### src/rtl/zx_dma_pkg.sv
// Shared definitions for the ZX DMA read/write engine: register map,
// control/status bit positions and engine state encoding.
package zx_dma_pkg;

    // Register select codes
    localparam logic [1:0] RS_HAD = 2'b00;   // address bits [AW-1:16]
    localparam logic [1:0] RS_MAD = 2'b01;   // address bits [15:8]
    localparam logic [1:0] RS_LAD = 2'b10;   // address bits [7:0]
    localparam logic [1:0] RS_CST = 2'b11;   // control / status

    // Control/status bit positions
    localparam int unsigned CST_ON   = 7;
    localparam int unsigned CST_DIR  = 6;
    localparam int unsigned CST_BUSY = 0;

    // Engine states
    typedef enum logic [1:0] {
        ST_IDLE = 2'd0,
        ST_REQ  = 2'd1,
        ST_XFER = 2'd2
    } state_t;

endpackage

### src/rtl/zx_strobe_sync.sv
// Brings an asynchronous ZX strobe into the clk domain and produces
// one-cycle begin (rising) and end (falling) pulses.
module zx_strobe_sync #(
    parameter int unsigned SYNC = 2
) (
    input  logic clk,
    input  logic rst_n,
    input  logic i_strobe,
    output logic o_begin,
    output logic o_end
);

    logic [SYNC:0] r_sync;

    // Shift the raw strobe through SYNC+1 flops
    always_ff @(posedge clk or negedge rst_n) begin
        if (!rst_n) begin
            r_sync <= '0;
        end else begin
            r_sync <= {r_sync[SYNC-1:0], i_strobe};
        end
    end

    // Edges are decoded from the last two stages only
    assign o_begin = r_sync[SYNC-1] & ~r_sync[SYNC];
    assign o_end   = ~r_sync[SYNC-1] & r_sync[SYNC];

endmodule

### src/rtl/zx_dma_rw.sv
// ZX-bus DMA engine: moves single bytes between the ZX DMA strobes and a
// memory arbiter, with a one-byte read prefetch buffer and a one-deep
// write pend that stalls the Z80 through wait_ena.
module zx_dma_rw
    import zx_dma_pkg::*;
#(
    parameter int unsigned AW   = 21,
    parameter int unsigned SYNC = 2
) (
    input  logic          clk,
    input  logic          rst_n,
    input  logic          zxdmaread,
    input  logic          zxdmawrite,
    input  logic [7:0]    dma_wr_data,
    output logic [7:0]    dma_rd_data,
    output logic          wait_ena,
    output logic          dma_on,
    input  logic [7:0]    din,
    output logic [7:0]    dout,
    input  logic          module_select,
    input  logic          write_strobe,
    input  logic [1:0]    regsel,
    output logic [AW-1:0] dma_addr,
    output logic [7:0]    dma_wd,
    input  logic [7:0]    dma_rd,
    output logic          dma_rnw,
    output logic          dma_req,
    input  logic          dma_ack,
    input  logic          dma_end
);

    localparam int unsigned HW = AW - 16;

    state_t        r_state;
    logic          r_req;
    logic          r_dma_on;
    logic          r_dir;
    logic [AW-1:0] r_addr;
    logic          r_wait;
    logic [7:0]    r_rd_data;
    logic [7:0]    r_wd;
    logic [7:0]    r_buf;
    logic          r_bvalid;
    logic          r_pend;

    logic w_rd_begin;
    logic w_rd_end;
    logic w_wr_begin;
    logic w_wr_end;
    logic w_unused_ends;
    logic w_cfg_wr;
    logic w_cst_wr;
    logic w_en;
    logic w_ack;
    logic w_end;
    logic w_launch;
    logic w_relaunch;
    logic w_busy;

    zx_strobe_sync #(.SYNC(SYNC)) u_rd_sync (
        .clk      (clk),
        .rst_n    (rst_n),
        .i_strobe (zxdmaread),
        .o_begin  (w_rd_begin),
        .o_end    (w_rd_end)
    );

    zx_strobe_sync #(.SYNC(SYNC)) u_wr_sync (
        .clk      (clk),
        .rst_n    (rst_n),
        .i_strobe (zxdmawrite),
        .o_begin  (w_wr_begin),
        .o_end    (w_wr_end)
    );

    // Trailing strobe edges carry no meaning for this engine
    assign w_unused_ends = w_rd_end | w_wr_end;

    assign w_cfg_wr = module_select & write_strobe;
    assign w_cst_wr = w_cfg_wr & (regsel == RS_CST);
    // Engine is treated as disabled already in the cycle it is switched off,
    // so every flag clears on the same edge that drops dma_on
    assign w_en     = r_dma_on & ~(w_cst_wr & ~din[CST_ON]);
    assign w_ack    = (r_state == ST_REQ) & dma_ack;
    assign w_end    = (r_state == ST_XFER) & dma_end;
    assign w_busy   = (r_state != ST_IDLE) | r_pend;

    // Read mode prefetches whenever the buffer is empty; write mode launches on a ZX write
    assign w_launch   = w_en & (r_dir ? w_wr_begin : ~r_bvalid);
    // Back-to-back write: pended data, or a write arriving with the completion
    assign w_relaunch = w_en & r_dir & (r_pend | w_wr_begin);

    // Configuration registers and address counter; the ack increment wins over a CPU write
    always_ff @(posedge clk or negedge rst_n) begin
        if (!rst_n) begin
            r_dma_on <= 1'b0;
            r_dir    <= 1'b0;
            r_addr   <= '0;
        end else begin
            if (w_cfg_wr) begin
                case (regsel)
                    RS_HAD: if (!w_ack) r_addr[AW-1:16] <= din[HW-1:0];
                    RS_MAD: if (!w_ack) r_addr[15:8]    <= din;
                    RS_LAD: if (!w_ack) r_addr[7:0]     <= din;
                    RS_CST: begin
                        r_dma_on <= din[CST_ON];
                        if (!r_dma_on) begin
                            r_dir <= din[CST_DIR];
                        end
                    end
                    default: ;
                endcase
            end
            if (w_ack) begin
                r_addr <= r_addr + AW'(1);
            end
        end
    end

    // Arbiter handshake FSM with registered request
    always_ff @(posedge clk or negedge rst_n) begin
        if (!rst_n) begin
            r_state <= ST_IDLE;
            r_req   <= 1'b0;
        end else begin
            case (r_state)
                ST_IDLE: begin
                    if (w_launch) begin
                        r_state <= ST_REQ;
                        r_req   <= 1'b1;
                    end
                end
                ST_REQ: begin
                    if (dma_ack) begin
                        r_state <= ST_XFER;
                        r_req   <= 1'b0;
                    end else if (!w_en) begin
                        r_state <= ST_IDLE;
                        r_req   <= 1'b0;
                    end
                end
                ST_XFER: begin
                    if (dma_end) begin
                        if (w_relaunch) begin
                            r_state <= ST_REQ;
                            r_req   <= 1'b1;
                        end else begin
                            r_state <= ST_IDLE;
                            r_req   <= 1'b0;
                        end
                    end
                end
                default: begin
                    r_state <= ST_IDLE;
                    r_req   <= 1'b0;
                end
            endcase
        end
    end

    // Data path: read buffer, stall handling and write pend.
    // A completion coinciding with a strobe is applied first, then the strobe,
    // which is why those cases never raise wait_ena.
    always_ff @(posedge clk or negedge rst_n) begin
        if (!rst_n) begin
            r_wait    <= 1'b0;
            r_rd_data <= '0;
            r_wd      <= '0;
            r_buf     <= '0;
            r_bvalid  <= 1'b0;
            r_pend    <= 1'b0;
        end else if (!w_en) begin
            r_wait   <= 1'b0;
            r_bvalid <= 1'b0;
            r_pend   <= 1'b0;
        end else if (!r_dir) begin
            if (w_end) begin
                if (r_wait) begin
                    r_rd_data <= dma_rd;
                    r_wait    <= 1'b0;
                end else if (w_rd_begin) begin
                    r_buf     <= dma_rd;
                    r_rd_data <= dma_rd;
                end else begin
                    r_buf    <= dma_rd;
                    r_bvalid <= 1'b1;
                end
            end else if (w_rd_begin) begin
                if (r_bvalid) begin
                    r_rd_data <= r_buf;
                    r_bvalid  <= 1'b0;
                end else begin
                    r_wait <= 1'b1;
                end
            end
        end else begin
            if (w_end) begin
                if (r_pend) begin
                    r_wd   <= dma_wr_data;
                    r_pend <= 1'b0;
                    r_wait <= 1'b0;
                end else if (w_wr_begin) begin
                    r_wd <= dma_wr_data;
                end
            end else if (w_wr_begin) begin
                if (r_state == ST_IDLE) begin
                    r_wd <= dma_wr_data;
                end else begin
                    r_pend <= 1'b1;
                    r_wait <= 1'b1;
                end
            end
        end
    end

    // Register read-back mux
    always_comb begin
        dout = '0;
        case (regsel)
            RS_HAD: dout[HW-1:0] = r_addr[AW-1:16];
            RS_MAD: dout         = r_addr[15:8];
            RS_LAD: dout         = r_addr[7:0];
            RS_CST: begin
                dout[CST_ON]   = r_dma_on;
                dout[CST_DIR]  = r_dir;
                dout[CST_BUSY] = w_busy;
            end
            default: dout = '0;
        endcase
    end

    assign dma_rd_data = r_rd_data;
    assign wait_ena    = r_wait;
    assign dma_on      = r_dma_on;
    assign dma_addr    = r_addr;
    assign dma_wd      = r_wd;
    assign dma_rnw     = ~r_dir;
    assign dma_req     = r_req;

endmodule

### config.mk
export PLATFORM = sky130hd
export DESIGN_NAME = zx_dma_rw
export DESIGN_NICKNAME = d
export VERILOG_FILES = /design/src/rtl/zx_dma_pkg.sv /design/src/rtl/zx_strobe_sync.sv /design/src/rtl/zx_dma_rw.sv
export SDC_FILE = /design/constraint.sdc
export NUM_CORES = 1
export LEC_CHECK = 0
export BUFFER_PORTS_ARGS = -buffer_cell sky130_fd_sc_hd__buf_2
export CORE_MARGIN = 1.5
export CORE_UTILIZATION = 45
export DETAILED_ROUTE_END_ITERATION = 8
export GPL_TIMING_DRIVEN = 0
export PLACE_DENSITY = 0.8
export SYNTH_ARGS = -nofsm -noshare
export SYNTH_HDL_FRONTEND = slang
export SYNTH_HIERARCHICAL = 1
export SYNTH_SLANG_ARGS = --single-unit
### constraint.sdc
create_clock -name clk -period 3.6 [get_ports clk]
set_input_delay 0.54 -clock clk [delete_from_list [all_inputs] [get_ports clk]]
set_output_delay 0.54 -clock clk [all_outputs]
set_load 0.05 [all_outputs]
==> run_summary.xml, run 1 <==
<?xml version="1.0" encoding="UTF-8"?>
<metrics>
  <group name="power">
    <metric name="swShare" unit="">0.4887</metric>
    <metric name="power_per_cell_area" unit="nW/um2">917.8</metric>
    <metric name="clockPowerShare" unit="">0.194</metric>
    <metric name="cell_internal_pwr" unit="mW">1.799</metric>
    <metric name="p_seq_frac" unit="">0.326</metric>
    <metric name="irDropWorstVdd" unit="V">0.0004741</metric>
    <metric name="switching_power" unit="mW">1.719</metric>
    <metric name="total_leakage_power" unit="nW">1.788</metric>
    <metric name="comb_power_share" unit="">0.481</metric>
  </group>
  <group name="grt">
    <metric name="number_of_global_route_vias_before_repair" unit="">2756</metric>
    <metric name="maximum_number_of_pins_on_one_net_before_global_route_repair" unit="">60</metric>
    <metric name="grt_antenna_before_repair" unit="">0</metric>
    <metric name="grt-ovfl-total" unit="">0</metric>
    <metric name="grt_pass1_wl" unit="mm">13.10</metric>
    <metric name="grt.total_usage" unit="">0.2285</metric>
  </group>
  <group name="final_layout">
    <metric name="multi_input_comb_area" unit="um2">1510</metric>
    <metric name="layout_common_cells" unit="">sky130_fd_sc_hd__buf_2 (87), sky130_fd_sc_hd__dfrtp_1 (59), sky130_fd_sc_hd__nor2_1 (45)</metric>
    <metric name="diodes" unit="">0</metric>
    <metric name="share_of_cells_above_drive_strength_1" unit="">0.3293</metric>
    <metric name="flow.area_growth_from_synthesis" unit="%">23.85</metric>
    <metric name="postLayoutCoreUtil" unit="">0.5706</metric>
    <metric name="mostFrequentLayoutCell" unit="">sky130_fd_sc_hd__buf_2</metric>
    <metric name="storage_element_area" unit="um2">1476</metric>
    <metric name="filler_cell_count" unit="">601</metric>
    <metric name="fin_nets" unit="">450</metric>
    <metric name="postLayoutCellArea" unit="um2">3834</metric>
  </group>
  <group name="floorplanning">
    <metric name="core_area" unit="um2">6719</metric>
    <metric name="number_of_placement_rows" unit="">30</metric>
    <metric name="dieHeight" unit="um">85.94</metric>
    <metric name="design.portCount" unit="">83</metric>
    <metric name="dieWidth" unit="um">85.94</metric>
    <metric name="initial_core_util" unit="">0.4607</metric>
    <metric name="die_area" unit="um2">7386</metric>
  </group>
  <group name="clock_tree">
    <metric name="cts.root.buffer_cell" unit="">sky130_fd_sc_hd__clkbuf_8</metric>
    <metric name="cts_sinks" unit="">59</metric>
    <metric name="post_cts_hold_buffer_count" unit="">0</metric>
    <metric name="cts-buffers-inserted" unit="">9</metric>
    <metric name="clk_pin_slew" unit="ps">70</metric>
    <metric name="postCtsSetupRepairBufs" unit="">0</metric>
    <metric name="tritoncts_clock_tree" unit="">built</metric>
    <metric name="cts_max_path_buffers" unit="">2</metric>
    <metric name="htreeDepth" unit="">3</metric>
    <metric name="cts_resized" unit="">0</metric>
    <metric name="worstSkewPairLatency" unit="ps">330</metric>
  </group>
  <group name="placed_design">
    <metric name="numPortBuffers" unit="">82</metric>
    <metric name="detailedPlace.worstSlack" unit="ps">1205</metric>
    <metric name="gp_congestion" unit="">0.9551</metric>
    <metric name="detailed_place.area" unit="um2">3606</metric>
    <metric name="dp_hpwl" unit="mm">5.928</metric>
  </group>
  <group name="flow_run">
    <metric name="drv_cap" unit="">0</metric>
  </group>
  <group name="worst_setup_path">
    <metric name="critical_path_peak_fanout" unit="">9</metric>
    <metric name="setup.worst_path.end_class" unit="">output port</metric>
    <metric name="arrival" unit="ps">1950</metric>
    <metric name="setup.worst_path.class" unit="">in -&gt; out</metric>
    <metric name="critical_path_required_time" unit="ps">3060</metric>
    <metric name="critical_path.startpoint_type" unit="">input pin</metric>
  </group>
  <group name="sta">
    <metric name="clock-skew-final" unit="ps">7.203</metric>
    <metric name="fin_ws" unit="ps">1105</metric>
    <metric name="fin_worst_hold_slack" unit="ps">265.8</metric>
    <metric name="finalCritPeriodShare" unit="">0.6930</metric>
    <metric name="rsz0062_at_grt" unit="">no</metric>
    <metric name="max_slew.worst_pin.slew" unit="ps">754.5</metric>
    <metric name="fin_tns_setup" unit="ps">0</metric>
    <metric name="finalSetupViolCount" unit="">0</metric>
    <metric name="slew_headroom" unit="">0.4970</metric>
    <metric name="post-route-min-period" unit="ps">2495</metric>
    <metric name="fmaxAchievable" unit="MHz">400.8</metric>
    <metric name="timing.final.max_slew_violations" unit="">0</metric>
    <metric name="hold_viol" unit="">0</metric>
  </group>
  <group name="drt">
    <metric name="drt_wl_total" unit="mm">8.167</metric>
    <metric name="drc_errors" unit="">0</metric>
    <metric name="routed_wire_length_per_instance" unit="um">16.57</metric>
    <metric name="routed_via_density" unit="">5.801</metric>
    <metric name="post_route_ant_nets" unit="">0</metric>
    <metric name="detailedRoute.firstPassIterationCount" unit="">5</metric>
    <metric name="routed-via-count" unit="">2860</metric>
    <metric name="drt_first_iter_violations" unit="">322</metric>
  </group>
  <group name="synthesis">
    <metric name="syn_area" unit="um2">3095</metric>
    <metric name="synthesis.nets" unit="">357</metric>
    <metric name="synth_cells" unit="">316</metric>
    <metric name="syn-mean-instance-area" unit="um2">9.796</metric>
    <metric name="synthesis.yosys.warnings" unit="">6</metric>
  </group>
  <group name="outcome">
    <metric name="run_status" unit="">complete, no violations</metric>
  </group>
  <group name="hold_path">
    <metric name="hold_path_class" unit="">in -&gt; async</metric>
  </group>
</metrics>
final cells by class:
class,count,area share
multi-input combinational,237,0.3939
clock buffer,11,0.03949
inverter,5,0.004896
sequential,59,0.3851
timing repair buffer,82,0.1077
tap,80,0.02611
clock inverter,4,0.01926
buffer,15,0.02350
power by group through the flow:
| stage | Combinational (mW) | Sequential, mW | Clock (mW) |
|---|---|---|---|
| after floorplan | 0.650 | 1.75 | 0 |
| after global placement | 1.66 | 1.13 | 0 |
| after detailed placement | 1.69 | 1.15 | 0 |
| after CTS | 1.69 | 1.14 | 0.693 |
| after global routing | 1.80 | 1.18 | 0.725 |
| final | 1.69 | 1.15 | 0.681 |
per-layer routing:
layer / vias to the layer above / GRT usage / routed length [um]
met2: 140 / 0.3436 / 3708
met1: 1370 / 0.3067 / 3670
met3: 14 / 0.06352 / 645
li1: 1336 / - / -
met4: 0 / 0.1056 / 143
met5: - / 0 / 0
stage by stage:
| step | power [mW] | std cells |
|---|---|---|
| 6_report | 3.518 | 493 |
| 3_5_place_dp | 2.836 | 478 |
| 4_1_cts | 3.523 | 493 |
| 5_1_grt | 3.703 | 493 |
| 2_1_floorplan | 2.398 | 316 |
| 3_3_place_gp | 2.797 | 478 |
worst paths after layout:
path / end / start / depth (start not counted) / slack, ps
setup / recovery: dout[7] / regsel[1] / 7 / 1110
hold / removal: dma_addr[17] / rst_n / 1 / 270
setup reg to reg: dma_wd[3] / r_state[0] / 6 / 1720
hold reg to reg: u_rd_sync/r_sync[1] / u_rd_sync/r_sync[0] / 0 / 350
max in group asynchronous: dma_rd_data[5] / rst_n / 1 / 2820
min in group clk: u_wr_sync/r_sync[0] / zxdmawrite / 1 / 320
critical path: stages:
cell and delay, ps:
sky130_fd_sc_hd__buf_2 120, sky130_fd_sc_hd__inv_1 90, sky130_fd_sc_hd__ha_1 150, sky130_fd_sc_hd__clkbuf_1 390
sky130_fd_sc_hd__a222oi_1 180, sky130_fd_sc_hd__nor2_1 180, sky130_fd_sc_hd__buf_2 300
registers in the layout, summed over array words and instances, names as in the netlist:
signal	count
r_bvalid	1
dma_wd	8
dma_on	1
r_dir	1
dma_rd_data	8
wait_ena	1
dma_addr	21
u_wr_sync/r_sync	3
r_pend	1
r_buf	8
dma_req	1
r_state	2
u_rd_sync/r_sync	3
Note: power is estimated with default switching activity, not from simulation.
==> run 2, diff against run 1 <==
--- a/config.mk
+++ b/config.mk
@@ -5,12 +5,13 @@
 export SDC_FILE = /design/constraint.sdc
 export NUM_CORES = 1
 export LEC_CHECK = 0
+export ABC_AREA = 1
 export BUFFER_PORTS_ARGS = -buffer_cell sky130_fd_sc_hd__buf_2
 export CORE_MARGIN = 1.5
 export CORE_UTILIZATION = 45
 export DETAILED_ROUTE_END_ITERATION = 8
 export GPL_TIMING_DRIVEN = 0
-export PLACE_DENSITY = 0.8
+export PLACE_DENSITY = 0.79
 export SYNTH_ARGS = -nofsm -noshare
 export SYNTH_HDL_FRONTEND = slang
 export SYNTH_HIERARCHICAL = 1
==> constraint.sdc (replaced) <==
create_clock -name clk -period 2.4 [get_ports clk]
set_input_delay 0.36 -clock clk [delete_from_list [all_inputs] [get_ports clk]]
set_output_delay 0.36 -clock clk [all_outputs]
set_load 0.05 [all_outputs]
==> run_summary.xml, run 2 <==
<?xml version="1.0" encoding="UTF-8"?>
<metrics>
  <group name="synthesis">
    <metric name="synthesis.yosys.warnings" unit="">6</metric>
    <metric name="syn_area" unit="um2">3501</metric>
    <metric name="synthesis.nets" unit="">501</metric>
    <metric name="syn-mean-instance-area" unit="um2">7.611</metric>
    <metric name="synth_cells" unit="">460</metric>
  </group>
  <group name="placed_design">
    <metric name="dp_hpwl" unit="mm">6.664</metric>
    <metric name="gp_congestion" unit="">0.9687</metric>
    <metric name="placed_cells_incl_taps" unit="">641</metric>
    <metric name="detailed_place.area" unit="um2">4035</metric>
    <metric name="numPortBuffers" unit="">82</metric>
  </group>
  <group name="power">
    <metric name="total_leakage_power" unit="nW">2.236</metric>
    <metric name="power_per_cell_area" unit="nW/um2">1261</metric>
    <metric name="irDropWorstVdd" unit="V">0.0005845</metric>
  </group>
  <group name="floorplanning">
    <metric name="design.portCount" unit="">83</metric>
    <metric name="dieWidth" unit="um">91.20</metric>
    <metric name="die_area" unit="um2">8317</metric>
    <metric name="core_area" unit="um2">7408</metric>
    <metric name="initial_core_util" unit="">0.4726</metric>
    <metric name="dieHeight" unit="um">91.20</metric>
    <metric name="number_of_placement_rows" unit="">31</metric>
  </group>
  <group name="worst_setup_path">
    <metric name="worstReg2RegEnd" unit="">dma_addr[8]</metric>
    <metric name="rr_worst_depth" unit="">6</metric>
    <metric name="worstSetupStartpoint" unit="">r_state[1]</metric>
    <metric name="critical_path_required_time" unit="ps">2040</metric>
    <metric name="critical_path_peak_fanout" unit="">5</metric>
    <metric name="regToRegSetupSlack" unit="ps">880</metric>
    <metric name="crit-reg2reg-launch" unit="">r_state[1]</metric>
    <metric name="setup.worst_path.class" unit="">reg -&gt; out</metric>
    <metric name="critical_path.startpoint_type" unit="">flip-flop</metric>
    <metric name="arrival" unit="ps">1650</metric>
    <metric name="setup.worst_path.end_class" unit="">output port</metric>
  </group>
  <group name="final_layout">
    <metric name="flow.area_growth_from_synthesis" unit="%">19.94</metric>
    <metric name="diodes" unit="">0</metric>
    <metric name="finish.cell_count_without_fillers" unit="">657</metric>
    <metric name="layout_common_cells" unit="">sky130_fd_sc_hd__nand2_1 (141), sky130_fd_sc_hd__buf_2 (85), sky130_fd_sc_hd__inv_1 (59), sky130_fd_sc_hd__dfrtp_1 (59), sky130_fd_sc_hd__nor2_1 (30)</metric>
    <metric name="share_of_cells_above_drive_strength_1" unit="">0.2742</metric>
    <metric name="mostFrequentLayoutCell" unit="">sky130_fd_sc_hd__nand2_1</metric>
    <metric name="filler_cell_count" unit="">702</metric>
    <metric name="fin_nets" unit="">594</metric>
    <metric name="largest_reg_flops" unit="">21</metric>
    <metric name="postLayoutCellArea" unit="um2">4199</metric>
  </group>
  <group name="clock_tree">
    <metric name="cts_resized" unit="">0</metric>
    <metric name="postCtsSetupRepairBufs" unit="">0</metric>
    <metric name="cts-buffers-inserted" unit="">9</metric>
    <metric name="tritoncts_clock_tree" unit="">built</metric>
    <metric name="worstSkewPairLatency" unit="ps">340</metric>
    <metric name="cts_max_path_buffers" unit="">2</metric>
    <metric name="htreeDepth" unit="">3</metric>
    <metric name="cts_sinks" unit="">59</metric>
    <metric name="clk_pin_slew" unit="ps">70</metric>
    <metric name="post_cts_hold_buffer_count" unit="">0</metric>
    <metric name="cts.root.buffer_cell" unit="">sky130_fd_sc_hd__clkbuf_8</metric>
  </group>
  <group name="drt">
    <metric name="drt_first_iter_violations" unit="">179</metric>
    <metric name="detailedRoute.firstPassIterationCount" unit="">6</metric>
    <metric name="routed_via_density" unit="">5.186</metric>
    <metric name="drc_errors" unit="">0</metric>
    <metric name="routed_wire_length_per_instance" unit="um">13.73</metric>
    <metric name="drt_wl_total" unit="mm">9.018</metric>
    <metric name="post_route_ant_nets" unit="">0</metric>
    <metric name="routed-via-count" unit="">3407</metric>
  </group>
  <group name="outcome">
    <metric name="run_status" unit="">complete, no violations</metric>
  </group>
  <group name="sta">
    <metric name="fin_tns_setup" unit="ps">0</metric>
    <metric name="timing.final.max_slew_violations" unit="">0</metric>
    <metric name="rsz0062_at_grt" unit="">no</metric>
    <metric name="post-route-min-period" unit="ps">2007</metric>
    <metric name="max_slew.worst_pin.slew" unit="ps">764.6</metric>
    <metric name="fmaxAchievable" unit="MHz">498.2</metric>
    <metric name="slew_headroom" unit="">0.4902</metric>
    <metric name="hold_viol" unit="">0</metric>
    <metric name="finalCritPeriodShare" unit="">0.8363</metric>
    <metric name="clock-skew-final" unit="ps">6.348</metric>
    <metric name="fin_worst_hold_slack" unit="ps">87.34</metric>
    <metric name="finalSetupViolCount" unit="">0</metric>
  </group>
  <group name="hold_path">
    <metric name="hold_path_class" unit="">in -&gt; async</metric>
  </group>
  <group name="grt">
    <metric name="grt-ovfl-total" unit="">0</metric>
    <metric name="number_of_global_route_vias_before_repair" unit="">3307</metric>
    <metric name="grt_antenna_before_repair" unit="">0</metric>
    <metric name="maximum_number_of_pins_on_one_net_before_global_route_repair" unit="">60</metric>
    <metric name="grt_pass1_wl" unit="mm">15.26</metric>
    <metric name="grt.total_usage" unit="">0.2323</metric>
  </group>
  <group name="flow_run">
    <metric name="drv_cap" unit="">0</metric>
  </group>
</metrics>
[run 2: per-stage QoR]
stage	total power [mW]	worst slack, ps	utilization
2_1_floorplan	3.799	97.31	-
3_3_place_gp	4.433	509.9	0.5447
3_5_place_dp	4.511	486.6	0.5447
4_1_cts	5.299	413.7	0.5665
5_1_grt	5.641	303.4	0.5668
6_report	5.295	392.8	0.5668
[run 2: worst max-delay path by stage]
stage | depth (start not counted) | end | slack (ps)
2_1_floorplan | 5 | dout[5] | 100
3_3_place_gp | 7 | dout[0] | 510
3_5_place_dp | 7 | dout[0] | 490
4_1_cts | 5 | dout[0] | 410
5_1_grt | 5 | dout[0] | 300
6_report | 5 | dout[0] | 390
[run 2: worst max-delay path, cell delays in order (launching register included)]
cell and delay, ps:
sky130_fd_sc_hd__dfrtp_1 420, sky130_fd_sc_hd__inv_1 60, sky130_fd_sc_hd__nand2_1 150, sky130_fd_sc_hd__o21ai_0 120, sky130_fd_sc_hd__a22oi_1 240, sky130_fd_sc_hd__buf_2 320
[run 2: layer usage]
layer  vias up  part of all wire  global-route usage
met5         -                 0                   0
met4         0             0.017             0.09635
met3        16             0.088             0.04774
met2       155              0.46              0.3775
met1      1578              0.43              0.3005
li1       1658                 -                   -
[run 2: area by class of cell]
class                      count  area (um2)  area share
multi-input combinational    327        1715      0.4085
inverter                      66       251.5     0.05989
buffer                         8       57.56     0.01371
tap                           99       123.9     0.02950
clock buffer                  11       131.4     0.03129
clock inverter                 5       30.03    0.007151
timing repair buffer          82       412.9     0.09833
sequential                    59        1476      0.3516
[run 2: power by group]
group | internal [mW] | switching, mW
registers | 1.34 | 0.453
logic | 0.696 | 2.02
clock network | 0.369 | 0.417
total | 2.41 | 2.89
